<file path="config.mk">
export PLATFORM = sky130hd
export DESIGN_NAME = inst_fetch_queue
export DESIGN_NICKNAME = d
export VERILOG_FILES = /design/src/rtl/mips_inst_pkg.sv /design/src/rtl/inst_queue_ram.sv /design/src/rtl/inst_fetch_queue.sv
export SDC_FILE = /design/constraint.sdc
export NUM_CORES = 1
export LEC_CHECK = 0
export ABC_CLOCK_PERIOD_IN_PS = 7100
export BUFFER_PORTS_ARGS = -buffer_cell sky130_fd_sc_hd__buf_2
export CORE_UTILIZATION = 55
export DETAILED_ROUTE_END_ITERATION = 12
export PLACE_DENSITY = 0.89
export SYNTH_ARGS = -nofsm -noshare
export SYNTH_HDL_FRONTEND = slang
export SYNTH_HIERARCHICAL = 1
export SYNTH_SLANG_ARGS = --single-unit
</file>
<file path="constraint.sdc">
create_clock -name cpu_clk_50M -period 7.1 [get_ports cpu_clk_50M]
set_clock_uncertainty 0.15 [all_clocks]
set_input_delay 1.065 -clock cpu_clk_50M [delete_from_list [all_inputs] [get_ports cpu_clk_50M]]
set_output_delay 1.065 -clock cpu_clk_50M [all_outputs]
set_load 0.02 [all_outputs]
</file>
<file path="src/rtl/mips_inst_pkg.sv">
// Shared MiniMIPS32 instruction field definitions and fetch-queue entry layout.
package mips_inst_pkg;

    localparam int unsigned INST_W   = 32;
    localparam int unsigned PC_W     = 32;
    localparam int unsigned OP_W     = 6;
    localparam int unsigned FUNC_W   = 6;
    localparam int unsigned OP_MSB   = 31;
    localparam int unsigned OP_LSB   = 26;
    localparam int unsigned FUNC_MSB = 5;
    localparam int unsigned FUNC_LSB = 0;

    localparam logic [INST_W-1:0] INST_NOP = 32'h0000_0000;

    // One queue entry as seen by ID
    typedef struct packed {
        logic [PC_W-1:0]   pc;
        logic [INST_W-1:0] inst;
        logic              excp;
    } inst_entry_t;

    // Opcode field of an instruction word
    function automatic logic [OP_W-1:0] op_of(input logic [INST_W-1:0] inst);
        return inst[OP_MSB:OP_LSB];
    endfunction

    // Function field of an instruction word
    function automatic logic [FUNC_W-1:0] func_of(input logic [INST_W-1:0] inst);
        return inst[FUNC_MSB:FUNC_LSB];
    endfunction

endpackage

</file>
<file path="src/rtl/inst_queue_ram.sv">
// Fetch-queue storage: register array, one synchronous write port, one combinational read port.
module inst_queue_ram #(
    parameter int unsigned DEPTH = 4,
    parameter int unsigned W     = 65
) (
    input  logic                     clk,
    input  logic                     we,
    input  logic [$clog2(DEPTH)-1:0] waddr,
    input  logic [W-1:0]             wdata,
    input  logic [$clog2(DEPTH)-1:0] raddr,
    output logic [W-1:0]             rdata
);

    logic [W-1:0] mem [DEPTH];

    // Write the addressed entry on an accepted push
    always_ff @(posedge clk) begin
        if (we) begin
            mem[waddr] <= wdata;
        end
    end

    assign rdata = mem[raddr];

endmodule

</file>
<file path="src/rtl/inst_fetch_queue.sv">
// IF->ID instruction fetch queue: circular FIFO of {pc, inst, excp} with op/func pre-split.
// Optional macro INST_QUEUE_BYPASS_EN: empty-queue zero-latency bypass from in_* to out_*.
module inst_fetch_queue
    import mips_inst_pkg::*;
#(
    parameter int unsigned DEPTH = 4,
    parameter int unsigned AW    = 32
) (
    input  logic                   cpu_clk_50M,
    input  logic                   cpu_rst,
    input  logic                   flush,
    input  logic                   in_valid,
    output logic                   in_ready,
    input  logic [AW-1:0]          in_pc,
    input  logic [31:0]            in_inst,
    input  logic                   in_excp,
    output logic                   out_valid,
    input  logic                   out_ready,
    output logic [AW-1:0]          out_pc,
    output logic [31:0]            out_inst,
    output logic [5:0]             out_op,
    output logic [5:0]             out_func,
    output logic                   out_excp,
    output logic [$clog2(DEPTH):0] count
);

    localparam int unsigned PW = $clog2(DEPTH);
    localparam int unsigned CW = PW + 1;
    localparam int unsigned EW = AW + INST_W + 1;

    logic [PW-1:0]     wr_ptr;
    logic [PW-1:0]     rd_ptr;
    logic              fifo_valid;
    logic              push;
    logic              pop;
    logic              wr_en;
    logic              rd_en;
    logic              byp_pass;
    logic [EW-1:0]     rdata;
    logic              head_valid;
    logic [AW-1:0]     head_pc;
    logic [INST_W-1:0] head_inst;
    logic              head_excp;

    assign in_ready   = (count != CW'(DEPTH));
    assign fifo_valid = (count != '0);
    assign push       = in_valid & in_ready;
    assign pop        = out_valid & out_ready;
    // A bypassed entry is consumed directly and never occupies a slot
    assign wr_en      = push & ~byp_pass;
    assign rd_en      = pop & fifo_valid;

    inst_queue_ram #(
        .DEPTH (DEPTH),
        .W     (EW)
    ) u_ram (
        .clk   (cpu_clk_50M),
        .we    (wr_en),
        .waddr (wr_ptr),
        .wdata ({in_pc, in_inst, in_excp}),
        .raddr (rd_ptr),
        .rdata (rdata)
    );

`ifdef INST_QUEUE_BYPASS_EN
    logic byp_sel;
    assign byp_sel  = ~fifo_valid & ~flush;
    assign byp_pass = byp_sel & in_valid & out_ready;

    // Head source: incoming instruction when the queue is empty, else storage
    always_comb begin
        head_valid = fifo_valid;
        {head_pc, head_inst, head_excp} = rdata;
        if (byp_sel) begin
            head_valid = in_valid;
            head_pc    = in_pc;
            head_inst  = in_inst;
            head_excp  = in_excp;
        end
    end
`else
    assign byp_pass = 1'b0;

    // Head source: always the storage entry at rd_ptr
    always_comb begin
        head_valid = fifo_valid;
        {head_pc, head_inst, head_excp} = rdata;
    end
`endif

    // Invalid head presents a NOP with zero pc and no exception
    always_comb begin
        out_valid = head_valid;
        out_pc    = '0;
        out_inst  = INST_NOP;
        out_excp  = 1'b0;
        if (head_valid) begin
            out_pc   = head_pc;
            out_inst = head_inst;
            out_excp = head_excp;
        end
    end

    assign out_op   = op_of(out_inst);
    assign out_func = func_of(out_inst);

    // Pointer and occupancy update; reset and flush override any transfer
    always_ff @(posedge cpu_clk_50M) begin
        if (cpu_rst || flush) begin
            wr_ptr <= '0;
            rd_ptr <= '0;
            count  <= '0;
        end else begin
            if (wr_en) begin
                wr_ptr <= wr_ptr + PW'(1);
            end
            if (rd_en) begin
                rd_ptr <= rd_ptr + PW'(1);
            end
            case ({wr_en, rd_en})
                2'b10:   count <= count + CW'(1);
                2'b01:   count <= count - CW'(1);
                default: count <= count;
            endcase
        end
    end

endmodule

</file>
# --- Word level (Yosys, flattened, before mapping) ---
# Memories as Yosys holds them, arrays and structs flattened. A register that Yosys moved wholly into a read port is not among the register bits.
# Cells that the tools add are included.
word_totals:
  register_bits: 7
  ram_bits: 260
  input_bits: 70
  output_inout_bits: 82
  word_cells: 25
  memories: 1
op_classes:
  n_addsub: 4
  eq_ne: 3
  muxes: 8
  n_bitwise: 3
  n_reduce_logical: 3
mem_list:
  columns: ["memory", "words", "width", "rd", "rd_clocked_by_memory_dff", "write_ports", "line", "source"]
  rows:
  - ["u_ram.mem", 4, 65, 1, 1, 1, "inst_queue_ram.sv:14", "logic [W-1:0] mem [DEPTH];"]
op_table:
  columns: ["operator", "count"]
  rows:
  - ["two-way mux 32 bit", 2]
  - ["one-hot mux 3 bit (2 select lines)", 1]
  - ["adder 2 x 1 -> 2 bit, second input constant", 2]
  - ["two-way mux 2 bit", 2]
  - ["adder 3 x 1 -> 3 bit, second input constant", 1]
  - ["AND 1 bit", 3]
  - ["two-way mux 1 bit", 3]
  - ["!= test 3 bit, second input constant", 1]
  - ["nonzero test 3 bit", 1]
  - ["subtractor 3 x 1 -> 3 bit, second input constant", 1]
  - ["equality test 2 x 1 -> 1 bit, second input constant", 1]
  - ["equality test 2 bit, second input constant", 1]
  - ["nonzero test 2 bit", 1]
  - ["logical OR 1 bit", 1]

# --- Logic depth before layout (Yosys ltp) ---
# Gate-level depths: netlist (run 1).
logic_depth:
  depth_word: 5
  depth_mapped: 9
  mapped_depth_nobuf: 9

# --- Cells and area by module ---
# The synthesis (run 1) kept the hierarchy.
modules_own_cells:
  columns: ["module", "n_inst", "cells_each", "area_each_um2"]
  rows:
  - ["inst_queue_ram", 1, 343, 9455.3]
  - ["inst_fetch_queue", 1, 127, 919.6]

# --- Least setup slack after synthesis (run 1) ---
# No wires, ideal clock.
synth_path:
  path_kind: "input to register"
  start: "in in_valid"
  end: "mem u_ram.mem[0][0], enable pin"
  setup_ns: 0.581
  t_arrival_ns: 5.910
  slack_ns: 0.459
  path_stages: 3
  path_buffers: 0
  cell_sequence: "nand2_1 -> inv_1 -> nor3b_1"
synth_between:
  elab_chain_len: 3
synth_rtl:
  columns: ["element", "line", "source"]
  rows:
  - ["start, declared", "inst_fetch_queue.sv:12", "input logic in_valid,"]
  - ["AND 1 bit", "inst_fetch_queue.sv:47", "assign push = in_valid & in_ready;"]
  - ["via push", "inst_fetch_queue.sv:34", "logic push;"]
  - ["two-way mux 1 bit", "inst_queue_ram.sv:18", "if (we) begin"]
  - ["two-way mux 1 bit (implied by the code)", "inst_queue_ram.sv:19", "mem[waddr] <= wdata;"]
  - ["end, declared", "inst_queue_ram.sv:14", null]
# The timed path passes the listed nets, and every way through them passes these cells.

==> summary.md, run 1 <==
| Metric | Value |
|---|---|
| Crit path launch type | `flop` |
| Post-Place Cells | `819` |
| Number of antenna violations at the first check in global routing | `2` |
| Clock tree root buffer cell | `sky130_fd_sc_hd__clkbuf_16` |
| Global placement routability congestion | `0.701` |
| Worst hold margin | `393 ps` |
| Die area | `approximately 19000 um^2` |
| Clock net sink count | `267` |
| Async S/R FF share, synth | `0%` |
| Total congestion overflow | `0` |
| Post-route insts no fill | `867` |
| Ranking of synthesized cells by instance count | `sky130_fd_sc_hd__edfxtp_1, sky130_fd_sc_hd__and2_1, sky130_fd_sc_hd__mux4_2` |
| Hpwl dp | `approximately 11 mm` |
| Number of synthesized flops with an enable pin | `260` |
| VDD IR-drop max | `slightly above 0.2 mV` |
| First DRT Iteration DRCs | `282` |
| Final core utilization | `approximately two thirds` |
| Final count of pins violating max slew | `0` |
| Period minus WS final | `4150 ps` |
| Register cell area after layout | `roughly 8000 um^2` |
| Post-CTS sizing | `0` |
| Wire length of the first global-routing pass | `about 29 mm` |
| Cell area after synthesis | `between 10000 and 15000 um^2` |
| CP endpoint kind | `output pin` |
| Total wirelength of the detailed-routed design | `about 18 mm` |
| Clock latency of the later-clocked register in the worst-skew pair | `a little over 500 ps` |
| Multi-input combinational cell area | `between 2000 and 2500 um^2` |
| Crit path kind | `reg2out` |
| Number of buffers inserted by port buffering | `between 150 and 200` |
| Number of placement rows | `around 50` |
| Final setup violation count | `0` |
| Die Y | `between 100 and 150 um` |
| Yosys reg bits | `267` |
| Final sum of negative setup slack | `0 ps` |
| Filler instances | `~1200` |
| Area share of the leading cell type in the synthesized netlist | `75.3%` |
| Most frequently used cell type in the post-synthesis netlist | `sky130_fd_sc_hd__edfxtp_1` |
| Max-cap check violation count | `0` |
| Post-route cell area | `roughly 12000 um^2` |
| Clock Tree Buf Depth | `3` |
| Result of the run | `completed` |
| Growth of design area from synthesis to finish | `16.1%` |
| Number of buffers added for setup after CTS | `0` |
| Chip width | `approximately 140 um` |
| Highest attainable clock frequency | `between 200 and 250 MHz` |
| Clock tree from TritonCTS | `yes` |
| GR Util All Layers | `between 10% and 20%` |
| Distinct cell type count of the synthesized netlist | `25` |
| Unrepaired setup endpoints after global routing | `false` |
| Series of cell instances along the critical path | `buf_4 > mux4_2 > and2_1 > buf_2` |
| Number of iterations in the first detailed-routing pass | `4` |
| Maximum number of pins on one net before global-route repair | `67` |
| Share of cells above drive strength 1 | `41.4%` |
| CTS H-Tree Depth | `1` |
| Mean instance size in the synthesized netlist | `22.1 um^2` |
| Count of final hold-check violations | `0` |
| Required @ worst endpoint | `between 5000 and 6000 ps` |
| Share of synthesized area occupied by flip-flops and latches | `approximately 77%` |
| CP max stage delay | `a little under 800 ps` |
| TritonCTS buffer count | `26` |
| Antenna-violating nets left | `0` |
| Library cell occupying the most area in the post-synthesis netlist | `sky130_fd_sc_hd__edfxtp_1` |
| Synthesized Nets | `around 540` |
| Post-route fraction of the period consumed by the critical path | `58.5%` |
| Synth Flop Type | `sky130_fd_sc_hd__edfxtp_1` |
| Actual transition at the worst max-transition pin | `~1200 ps` |
| Count of nets after finishing | `690` |
| Yosys warning count | `6` |
| Post-Place Setup Slack | `approximately 3400 ps` |
| Floorplan core area | `18200 um^2` |
| Standard cell area after detailed placement | `approximately 11000 um^2` |
| Vias in the first global route | `between 5000 and 6000` |
| Cts-stage hold buffer count | `0` |
| Total power consumption of the routed design | `3.39 mW` |
| Total number of vias | `~4900` |
| Rel. slew slack | `roughly a fifth` |
| DRC errors left | `0` |
| Worst min-delay path class | `reg2reg` |
| Power per unit of standard cell area | `roughly 280 nW/um^2` |
| PnR worst setup slack | `slightly below 3000 ps` |
| WL/cell | `21.0 um` |
| Leak | `around 4.2 nW` |
| Number of cells produced by synthesis | `470` |
| Vias per Instance | `between 5 and 6` |
| Peak fanout along the critical path | `34` |
| Post-CTS clock slew at the launch and capture registers of the worst setup and hold paths | `approximately 60 ps` |
| Number of ports placed on the die boundary | `approximately 150` |
| Arrival time at the worst endpoint | `approximately 3000 ps` |
| Highest-delay cell along the critical path | `sky130_fd_sc_hd__dfxtp_4` |
| Cell types occupying the most area after synthesis | `sky130_fd_sc_hd__edfxtp_1, sky130_fd_sc_hd__mux4_2, sky130_fd_sc_hd__and2_1` |
| Initial standard-cell utilization of the core | `a little under three fifths` |
-- per-layer routing --
metal,global-route usage (%),vias to the layer above,share of wire [%]
met5,0,-,0.072
met4,5.44,2,1.6
met3,4.44,32,6.0
met2,34.2,149,52
met1,24.5,2524,40
li1,-,2180,-
-- state kept, by name, summed over array words and instances (netlist names) --
name and flops:
count 3, wr_ptr 2, u_ram/mem 260, rd_ptr 2
-- report_power, final --
part           switching (mW)  internal, mW  leakage (nW)
clock                   0.538         0.872         0.437
combinational           0.119        0.0823          1.34
sequential             0.0133          1.77          2.45
-- worst paths after layout --
kind	from	end	slack (ps)	cells past startpoint
max reg2reg	count[2]$_SDFFE_PP0P_	count[2]$_SDFFE_PP0P_	4460	9
min	wr_ptr[1]$_SDFFE_PP0P_	wr_ptr[1]$_SDFFE_PP0P_	390	2
max	rd_ptr[0]$_SDFFE_PP0P_	out_pc[2]	2950	4
min reg2reg	wr_ptr[1]$_SDFFE_PP0P_	wr_ptr[1]$_SDFFE_PP0P_	390	2
-- layout by cell type, fill, tap and decap left out --
| cell | netlist | final |
|---|---|---|
| sky130_fd_sc_hd__a21oi_1 | 4 | 4 |
| sky130_fd_sc_hd__and2_1 | 65 | 65 |
| sky130_fd_sc_hd__and3_4 | 0 | 1 |
| sky130_fd_sc_hd__and3b_4 | 0 | 2 |
| sky130_fd_sc_hd__buf_2 | 6 | 151 |
| sky130_fd_sc_hd__buf_4 | 13 | 3 |
| sky130_fd_sc_hd__bufinv_16 | 0 | 5 |
| sky130_fd_sc_hd__clkbuf_1 | 4 | 4 |
| sky130_fd_sc_hd__clkbuf_16 | 0 | 27 |
| sky130_fd_sc_hd__clkinv_1 | 0 | 6 |
| sky130_fd_sc_hd__clkinv_2 | 0 | 4 |
| sky130_fd_sc_hd__clkinv_4 | 0 | 1 |
| sky130_fd_sc_hd__dfxtp_1 | 7 | 5 |
| sky130_fd_sc_hd__dfxtp_4 | 0 | 2 |
| sky130_fd_sc_hd__diode_2 | 0 | 1 |
| sky130_fd_sc_hd__edfxtp_1 | 260 | 260 |
| sky130_fd_sc_hd__fa_1 | 1 | 1 |
| sky130_fd_sc_hd__ha_1 | 1 | 1 |
| sky130_fd_sc_hd__inv_1 | 7 | 7 |
| sky130_fd_sc_hd__mux4_2 | 65 | 65 |
| sky130_fd_sc_hd__nand2_1 | 2 | 2 |
| sky130_fd_sc_hd__nor2_1 | 5 | 5 |
| sky130_fd_sc_hd__nor3b_1 | 2 | 1 |
| sky130_fd_sc_hd__nor3b_2 | 0 | 1 |
| sky130_fd_sc_hd__o21ai_0 | 3 | 3 |
| sky130_fd_sc_hd__o311ai_0 | 1 | 1 |
| sky130_fd_sc_hd__o31ai_1 | 1 | 1 |
| sky130_fd_sc_hd__or2_2 | 1 | 1 |
| sky130_fd_sc_hd__or3_1 | 3 | 3 |
| sky130_fd_sc_hd__or3_4 | 1 | 1 |
| sky130_fd_sc_hd__xor2_1 | 4 | 4 |
-- layout make-up --
cell class | count | area share, %
Inverter | 7 | 0.218
Multi-Input combinational cell | 162 | 17.5
Sequential cell | 267 | 66.0
Tap cell | 229 | 2.38
Clock buffer | 31 | 5.73
Clock inverter | 16 | 1.67
Antenna cell | 1 | 0.0208
Timing Repair Buffer | 154 | 6.46
-- cell families (layout without fill, tap and decap cells) --
logic type | count (synthesis) | after routing | share of synthesized area, %
mux | 65 | 65 | 14.1
simple gates | 82 | 82 | 4.90
other cells | 0 | 1 | 0
buf+inv | 41 | 208 | 3.24
compound gates | 9 | 9 | 0.494
flops | 267 | 267 | 76.6
xor+xnor | 4 | 4 | 0.338
fa+ha+maj | 2 | 2 | 0.314
-- worst max-delay path: cells and delay by family (launching register included) --
kind          cells  cell delay, ps
flops             1             780
buf+inv           2             820
mux               1             590
simple gates      1             170
Note: power is estimated with default switching activity, not from simulation.
==> run 2, diff against run 1 <==
--- a/config.mk
+++ b/config.mk
@@ -5,11 +5,11 @@
 export SDC_FILE = /design/constraint.sdc
 export NUM_CORES = 1
 export LEC_CHECK = 0
-export ABC_CLOCK_PERIOD_IN_PS = 7100
+export ABC_CLOCK_PERIOD_IN_PS = 3800
 export BUFFER_PORTS_ARGS = -buffer_cell sky130_fd_sc_hd__buf_2
-export CORE_UTILIZATION = 55
+export CORE_UTILIZATION = 51
 export DETAILED_ROUTE_END_ITERATION = 12
-export PLACE_DENSITY = 0.89
+export PLACE_DENSITY = 0.87
 export SYNTH_ARGS = -nofsm -noshare
 export SYNTH_HDL_FRONTEND = slang
 export SYNTH_HIERARCHICAL = 1
==> constraint.sdc (replaced) <==
create_clock -name cpu_clk_50M -period 3.8 [get_ports cpu_clk_50M]
set_clock_uncertainty 0.15 [all_clocks]
set_input_delay 0.57 -clock cpu_clk_50M [delete_from_list [all_inputs] [get_ports cpu_clk_50M]]
set_output_delay 0.57 -clock cpu_clk_50M [all_outputs]
set_load 0.02 [all_outputs]
==> run 2 against run 1 <==
Net effect: design area up 0.30%; power grew 80%; sequential power increased by 87%; combinational power grew 91%; register-to-register slack lost 3200 ps; via count fell by 0.10%; critical path type unchanged; global-route usage fell by 1.1 points; first-iteration DRC count is 4.6% lower; largest power group unchanged; setup slack worse by 2400 ps; non-clock buffer count rose by 5; critical path depth is the same.
==> summary.md, run 2 (synthesis gave the netlist of run 1 again) <==
| Metric | Value |
|---|---|
| Result of the run | `completed` |
| Post-route fraction of the period consumed by the critical path | `approximately 85%` |
| Hold Path Stages | `1 (-1)` |
| Highest routed metal layer | `met4` |
| Share of cells above drive strength 1 | `41.8% (+0.39 points)` |
| Global placement routability congestion | `0.681 (-2.9%)` |
| Commonest non-fill, non-tap cell in the layout | `sky130_fd_sc_hd__edfxtp_1` |
| Number of iterations in the first detailed-routing pass | `6 (+2)` |
| PnR worst setup slack | `563 ps (-2390 ps)` |
| Clock Tree Buf Depth | `3 (unchanged)` |
| Number of buffers inserted by port buffering | `151 (unchanged)` |
| Count of nets after finishing | `696 (+0.87%)` |
| First DRT Iteration DRCs | `269 (-4.6%)` |
| Post-CTS clock slew at the launch and capture registers of the worst setup and hold paths | `60 ps (about the same)` |
| GR Util All Layers | `18.5% (-1.1 points)` |
| Die area | `20900 um^2 (+7.7%)` |
| Vias in the first global route | `5279 (-2.8%)` |
| Final count of pins violating max slew | `0 (unchanged)` |
| Max-cap check violation count | `0 (unchanged)` |
| Internal cell power | `4.84 mW (+78%)` |
| Hpwl dp | `11.1 mm (+5.9%)` |
| Clock tree root buffer cell | `sky130_fd_sc_hd__clkbuf_16` |
| Filler instances | `1350 (+14%)` |
| Final setup violation count | `0 (unchanged)` |
| Wire length of the first global-routing pass | `28.5 mm (-1.4%)` |
| TritonCTS buffer count | `27 (+3.8%)` |
| Highest attainable clock frequency | `around 310 MHz` |
| Number of flip-flops in the largest register | `260 (unchanged)` |
| DRC errors left | `0 (unchanged)` |
| Top flop regs | `u_ram/mem (260), count (3)` |
| Met1 wire length | `7.74 mm (+6.6%)` |
| Unrepaired setup endpoints after global routing | `false` |
| Arrival time at the worst endpoint | `2520 ps (-420 ps)` |
| Worst hold margin | `123 ps (-270 ps)` |
| Register cell area after layout | `7960 um^2 (unchanged)` |
| CP endpoint kind | `output pin` |
| Register with the highest flop count | `u_ram/mem` |
| Leading cell types in the layout, fill and taps excluded | `sky130_fd_sc_hd__edfxtp_1, sky130_fd_sc_hd__buf_2, sky130_fd_sc_hd__and2_1, sky130_fd_sc_hd__mux4_2, sky130_fd_sc_hd__clkbuf_16` |
| Post-CTS sizing | `0 (unchanged)` |
| Net switching power | `1.27 mW (+89%)` |
| Timing startpoint of the critical path | `rd_ptr[0]$_SDFFE_PP0P_` |
| WL/cell | `20.3 um (-2.9%)` |
| Multi-input combinational cell area | `2110 um^2 (+0.30%)` |
| Crit path launch type | `flop` |
| CTS H-Tree Depth | `1 (unchanged)` |
| Clock group share of total power | `39.1% (-2.4 points)` |
| Minimum setup slack among reg-to-reg paths | `1270 ps (-3190 ps)` |
| Number of antenna violations at the first check in global routing | `3 (+1)` |
| Final core utilization | `61.3% (-4.9 points)` |
| Maximum number of pins on one net before global-route repair | `67 (unchanged)` |
| Total number of vias | `4882 (-0.10%)` |
| Worst reg2reg startpoint | `count[2]$_SDFFE_PP0P_` |
| Antenna-violating nets left | `0 (unchanged)` |
| Clock net sink count | `267 (unchanged)` |
| Period minus WS final | `around 3200 ps` |
| Actual transition at the worst max-transition pin | `1040 ps (-152 ps)` |
| Routed met2 length | `9.42 mm (-1.0%)` |
| Cts-stage hold buffer count | `0 (unchanged)` |
| Amount of wire on met3 after detailed routing | `1.08 mm (-0.18%)` |
| Part of the power in combinational logic | `6.3% (+0.4 points)` |
| Worst min-delay path class | `in2reg` |
| Number of placement rows | `51 (+4.1%)` |
| VDD IR-drop max | `0.432 mV (+110%)` |
| Clock tree from TritonCTS | `yes` |
| Number of ports placed on the die boundary | `152 (unchanged)` |
| Crit path kind | `reg2out` |
| Initial standard-cell utilization of the core | `52.6% (-4.4 points)` |
| Growth of design area from synthesis to finish | `16.5%` |
| Post-Place Setup Slack | `1040 ps (-2330 ps)` |
| Die Y | `145 um (+3.8%)` |
| Sequential cell fraction of total power | `54.6% (+2.1 points)` |
| Power per unit of standard cell area | `505 nW/um^2 (+79%)` |
| Rel. slew slack | `30.7% (+10 points)` |
| Floorplan core area | `19700 um^2 (+8.3%)` |
| Clock latency of the later-clocked register in the worst-skew pair | `510 ps (about the same)` |
| Peak fanout along the critical path | `30 (-12%)` |
| Count of final hold-check violations | `0 (unchanged)` |
| Depth of the most critical reg-to-reg path | `9 (unchanged)` |
| Total inserted antenna cells | `0 (-1)` |
| Vias per Instance | `5.38 (-4.6%)` |
| Last element of the critical path | `out_inst[8]` |
| Total congestion overflow | `0 (unchanged)` |
| Total wirelength of the detailed-routed design | `18.5 mm (+1.7%)` |
| Number of buffers added for setup after CTS | `0 (unchanged)` |
| Required @ worst endpoint | `3080 ps (-2800 ps)` |
| Final sum of negative setup slack | `0 ps (unchanged)` |
| Critical R2R Capture | `count[2]$_SDFFE_PP0P_` |
| Leak | `4.21 nW (-0.26%)` |
| Share of total power consumed by net switching | `20.7% (+0.98 points)` |
| Chip width | `145 um (+3.8%)` |
run 2: cell count changes in the layout (fill, tap and decap cells not counted), moves of 2 or more:
| cell | previous run | this run |
|---|---|---|
| sky130_fd_sc_hd__clkbuf_1 | 4 | 7 |
| sky130_fd_sc_hd__buf_4 | 3 | 5 |
| sky130_fd_sc_hd__buf_12 | 0 | 3 |
| sky130_fd_sc_hd__clkinv_1 | 6 | 4 |
| sky130_fd_sc_hd__bufinv_16 | 5 | 1 |
| sky130_fd_sc_hd__clkinvlp_4 | 0 | 2 |
run 2: how the worst min path moves through the flow:
stage / from / to / slack (ps)
detailed placement: count[2]$_SDFFE_PP0P_ / count[2]$_SDFFE_PP0P_ / 430
CTS: in_inst[14] / u_ram/mem[0][15]$_DFFE_PP_ / 100
floorplan: rd_ptr[1]$_SDFFE_PP0P_ / rd_ptr[1]$_SDFFE_PP0P_ / 340
finish: in_inst[16] / u_ram/mem[1][17]$_DFFE_PP_ / 120
global placement: count[2]$_SDFFE_PP0P_ / count[2]$_SDFFE_PP0P_ / 380
global route: in_inst[14] / u_ram/mem[2][15]$_DFFE_PP_ / 100
run 2: metal layers:
metal / track usage, % / up-vias
li1: - / 2189
met1: 24.9 / 2524
met2: 31.4 / 148
met3: 3.38 / 21
met4: 4.32 / 0
met5: 0 / -
run 2: per-stage QoR:
stage	area [um^2]	std cells	total power, mW
floorplan	10400	470	3.64
global placement	11300	860	3.76
detailed placement	11300	860	3.78
CTS	12100	908	6.17
global route	12100	908	6.30
finish	12100	908	6.10
run 2: worst max-delay path: stages, from the launching register on:
cell and delay, ps:
sky130_fd_sc_hd__dfxtp_4 760, sky130_fd_sc_hd__buf_4 380, sky130_fd_sc_hd__mux4_2 540, sky130_fd_sc_hd__and2_1 150
sky130_fd_sc_hd__buf_2 160
run 2: area by class of cell:
cell class                      count  share of cell area (%)
Tap cell                          265                    2.74
Multi-Input combinational cell    162                    17.5
Clock inverter                     14                   0.849
Inverter                            7                   0.217
Clock buffer                       34                    5.81
Sequential cell                   267                    65.8
Timing Repair Buffer              159                    7.06
run 2: power groups by stage:
| stage | sequential (mW) | combinational [mW] | clock, mW |
|---|---|---|---|
| floorplan | 3.39 | 0.256 | 0 |
| global route | 3.34 | 0.419 | 2.55 |
| detailed placement | 3.39 | 0.389 | 0 |
| CTS | 3.33 | 0.391 | 2.44 |
| finish | 3.33 | 0.384 | 2.39 |
| global placement | 3.39 | 0.375 | 0 |
==> run 3, diff against run 2 <==
--- a/config.mk
+++ b/config.mk
@@ -9,8 +9,8 @@
 export BUFFER_PORTS_ARGS = -buffer_cell sky130_fd_sc_hd__buf_2
 export CORE_UTILIZATION = 51
 export DETAILED_ROUTE_END_ITERATION = 12
+export HOLD_SLACK_MARGIN = 0.03
 export PLACE_DENSITY = 0.87
 export SYNTH_ARGS = -nofsm -noshare
 export SYNTH_HDL_FRONTEND = slang
-export SYNTH_HIERARCHICAL = 1
 export SYNTH_SLANG_ARGS = --single-unit
==> run 3 against run 2 <==
Net effect: combinational power up 1%; routed wire length up 1.2%; largest cell class unchanged; critical path type unchanged; count of clock-buffer cells in the layout increased by 3; final cell count rose by 0.11%; global-route usage grew 0.10 points; synthesized cell count is 1.5% higher; register-to-register slack worse by 40 ps; maximum frequency down 0.48%; core utilization rose by 0.60 points; hold slack improved by 0.52 ps; power up 5.0%.
==> summary.md, run 3 <==
| Metric | Value |
|---|---|
| Post-route fraction of the period consumed by the critical path | `85.6% (+0.41 points)` |
| Post-route insts no fill | `909 (+0.11%)` |
| Number of iterations in the first detailed-routing pass | `4 (-2)` |
| Clock Tree Buf Depth | `3 (unchanged)` |
| Floorplan core area | `19700 um^2 (unchanged)` |
| Area share of the leading cell type in the synthesized netlist | `75.2% (about the same)` |
| Peak fanout along the critical path | `31 (+3.3%)` |
| Period minus WS final | `3250 ps (+15.7 ps)` |
| Top flop regs | `u_ram.mem (260), count (3)` |
| Sequential cell fraction of total power | `52.4% (-2.2 points)` |
| Clock tree from TritonCTS | `yes` |
| Actual transition at the worst max-transition pin | `1170 ps (+130 ps)` |
| Number of buffers inserted by port buffering | `151 (unchanged)` |
| Clock tree root buffer cell | `sky130_fd_sc_hd__clkbuf_16` |
| Clock net sink count | `269 (+0.75%)` |
| Number of placement rows | `51 (unchanged)` |
| Global placement routability congestion | `0.677 (-0.54%)` |
| Antenna-violating nets left | `0 (unchanged)` |
| Worst min-delay path endpoint | `u_ram.mem[1][43]$_DFFE_PP_` |
| Worst min-delay path class | `in2reg` |
| Number of flip-flops in the largest register | `260 (unchanged)` |
| Clock latency of the later-clocked register in the worst-skew pair | `510 ps (about the same)` |
| Hold Path Stages | `1 (unchanged)` |
| Crit path kind | `reg2out` |
| Number of cells produced by synthesis | `477 (+1.5%)` |
| Minimum setup slack among reg-to-reg paths | `1230 ps (-40 ps)` |
| Maximum number of pins on one net before global-route repair | `67 (unchanged)` |
| Total congestion overflow | `0 (unchanged)` |
| Die area | `20900 um^2 (about the same)` |
| Highest attainable clock frequency | `307 MHz (-0.48%)` |
| Number of ports placed on the die boundary | `152 (unchanged)` |
| Initial standard-cell utilization of the core | `52.6% (about the same)` |
| Leak | `4.27 nW (+1.4%)` |
| Power per unit of standard cell area | `525 nW/um^2 (+4.0%)` |
| Post-CTS sizing | `0 (unchanged)` |
| Synthesized Nets | `553 (+2.0%)` |
| Cell types occupying the most area after synthesis | `sky130_fd_sc_hd__edfxtp_1, sky130_fd_sc_hd__mux4_2, sky130_fd_sc_hd__and2_1` |
| Crit path launch type | `flop` |
| First DRT Iteration DRCs | `240 (-11%)` |
| Unrepaired setup endpoints after global routing | `false` |
| GR Util All Layers | `18.6% (+0.10 points)` |
| Total power consumption of the routed design | `6.41 mW (+5.0%)` |
| Share of total power consumed by net switching | `19.9% (-0.86 points)` |
| Growth of design area from synthesis to finish | `17.6%` |
| Distinct cell type count of the synthesized netlist | `23 (-8.0%)` |
| DRC errors left | `0 (unchanged)` |
| CTS H-Tree Depth | `1 (unchanged)` |
| Wire length of the first global-routing pass | `28.5 mm (-0.12%)` |
| Share of cells above drive strength 1 | `41.4% (-0.47 points)` |
| Final setup violation count | `0 (unchanged)` |
| Chip width | `145 um (about the same)` |
| Worst reg2reg startpoint | `count[2]$_SDFFE_PP0P_` |
| Async S/R FF share, synth | `0% (unchanged)` |
| Final core utilization | `61.9% (+0.60 points)` |
| Register with the highest flop count | `u_ram.mem` |
| Total number of vias | `4905 (+0.47%)` |
| Critical R2R Capture | `count[2]$_SDFFE_PP0P_` |
| Die Y | `145 um (about the same)` |
| Count of nets after finishing | `699 (+0.43%)` |
| Post-CTS clock slew at the launch and capture registers of the worst setup and hold paths | `60 ps (about the same)` |
| WL/cell | `20.6 um (+1.1%)` |
| Post-Place Cells | `860 (unchanged)` |
| Share of synthesized area occupied by flip-flops and latches | `77.0% (+0.37 points)` |
| Ranking of synthesized cells by instance count | `sky130_fd_sc_hd__edfxtp_1, sky130_fd_sc_hd__and2_1, sky130_fd_sc_hd__mux4_2` |
| Number of antenna violations at the first check in global routing | `2 (-1)` |
| Worst hold margin | `123 ps (+0.524 ps)` |
| Rel. slew slack | `22.1% (-8.6 points)` |
| Origin of the worst min-delay path | `in_pc[10]` |
| Vias per Instance | `5.40 (+0.36%)` |
| Total wirelength of the detailed-routed design | `18.7 mm (+1.2%)` |
| Cell area after synthesis | `10400 um^2 (about the same)` |
| Leading cell types in the layout, fill and taps excluded | `sky130_fd_sc_hd__edfxtp_1, sky130_fd_sc_hd__buf_2, sky130_fd_sc_hd__mux4_2, sky130_fd_sc_hd__and2_1, sky130_fd_sc_hd__clkbuf_16` |
| Hpwl dp | `10.8 mm (-3.0%)` |
| Count of final hold-check violations | `0 (unchanged)` |
| Commonest non-fill, non-tap cell in the layout | `sky130_fd_sc_hd__edfxtp_1` |
| Internal cell power | `5.14 mW (+6.2%)` |
| Result of the run | `completed` |
| Mean instance size in the synthesized netlist | `21.8 um^2 (-1.4%)` |
| TritonCTS buffer count | `26 (-3.7%)` |
| Library cell occupying the most area in the post-synthesis netlist | `sky130_fd_sc_hd__edfxtp_1` |
| Yosys warning count | `0 (-6)` |
| Net switching power | `1.27 mW (+0.69%)` |
| Number of synthesized flops with an enable pin | `260 (unchanged)` |
| Final sum of negative setup slack | `0 ps (unchanged)` |
| Arrival time at the worst endpoint | `2530 ps (about the same)` |
| VDD IR-drop max | `0.479 mV (+11%)` |
| CP endpoint kind | `output pin` |
| Number of buffers added for setup after CTS | `0 (unchanged)` |
| Yosys reg bits | `269 (+0.75%)` |
| Max-cap check violation count | `0 (unchanged)` |
| Clock group share of total power | `41.6% (+2.5 points)` |
| Required @ worst endpoint | `3080 ps (about the same)` |
| Cts-stage hold buffer count | `0 (unchanged)` |
| Part of the power in combinational logic | `6.0% (-0.3 points)` |
| Most frequently used cell type in the post-synthesis netlist | `sky130_fd_sc_hd__edfxtp_1` |
| Synth Flop Type | `sky130_fd_sc_hd__edfxtp_1` |
| Depth of the most critical reg-to-reg path | `8 (-1)` |
| Final count of pins violating max slew | `0 (unchanged)` |
| Vias in the first global route | `5328 (+0.93%)` |
-- run 3: per-layer routing --
metal	wire, um	vias to the layer above	GRT usage (%)
met2	9570	153	31.6
met3	1040	29	4.34
li1	-	2195	-
met1	7670	2526	23.9
met5	13	-	0
met4	414	2	5.43
-- run 3: how the worst max path moves through the flow --
| stage | cells after the start | to | startpoint | slack (ps) |
|---|---|---|---|---|
| floorplan | 3 | u_ram.mem[0][0]$_DFFE_PP_ | count[0]$_SDFFE_PP0P_ | 620 |
| global placement | 4 | out_pc[8] | flop | 1030 |
| detailed placement | 4 | out_pc[6] | flop | 1020 |
| CTS | 4 | out_pc[6] | flop | 450 |
| global route | 4 | out_pc[11] | flop | 360 |
| finish | 4 | out_pc[6] | flop | 550 |
-- run 3: power groups by stage --
stage / clock, mW / combinational, mW / sequential, mW
global route: 2.83 / 0.423 / 3.36
CTS: 2.71 / 0.395 / 3.36
floorplan: 0 / 0.246 / 3.41
finish: 2.66 / 0.388 / 3.36
global placement: 0 / 0.376 / 3.42
detailed placement: 0 / 0.394 / 3.42
-- run 3: critical path, stage by stage, from the launching register on --
cell and delay [ps]:
sky130_fd_sc_hd__dfxtp_4 760, sky130_fd_sc_hd__buf_12 310, sky130_fd_sc_hd__mux4_2 560, sky130_fd_sc_hd__and2_1 180, sky130_fd_sc_hd__buf_2 160
-- run 3: kinds of logic (layout without fill, tap and decap cells) --
logic type	count (synthesis)	after routing	share of synthesized area (%)
XOR/XNOR	4	4	0.338
flip-flops	269	269	77.0
buffers and inverters	41	207	2.44
AO/OA/AOI/OAI	5	5	0.301
multiplexers	67	67	14.3
adder cells (fa/ha/maj)	6	6	0.796
AND/OR/NAND/NOR	85	85	4.86
other	0	1	0
-- run 3: cell type report --
type                    count  area (um^2)
well taps                 265          332
fillers                  1360         7510
diodes                      1         2.50
clock buffers              37          753
repair buffers            153          783
flip-flops and latches    269         8000
multi-input cells         167         2160
clock inverters            11          158
inverters                   6         22.5
-- run 3: stage by stage --
step	area, um^2	worst slack, ps
6_report	12200	548
4_1_cts	12200	455
3_3_place_gp	11300	1030
2_1_floorplan	10400	622
5_1_grt	12200	359
3_5_place_dp	11300	1020
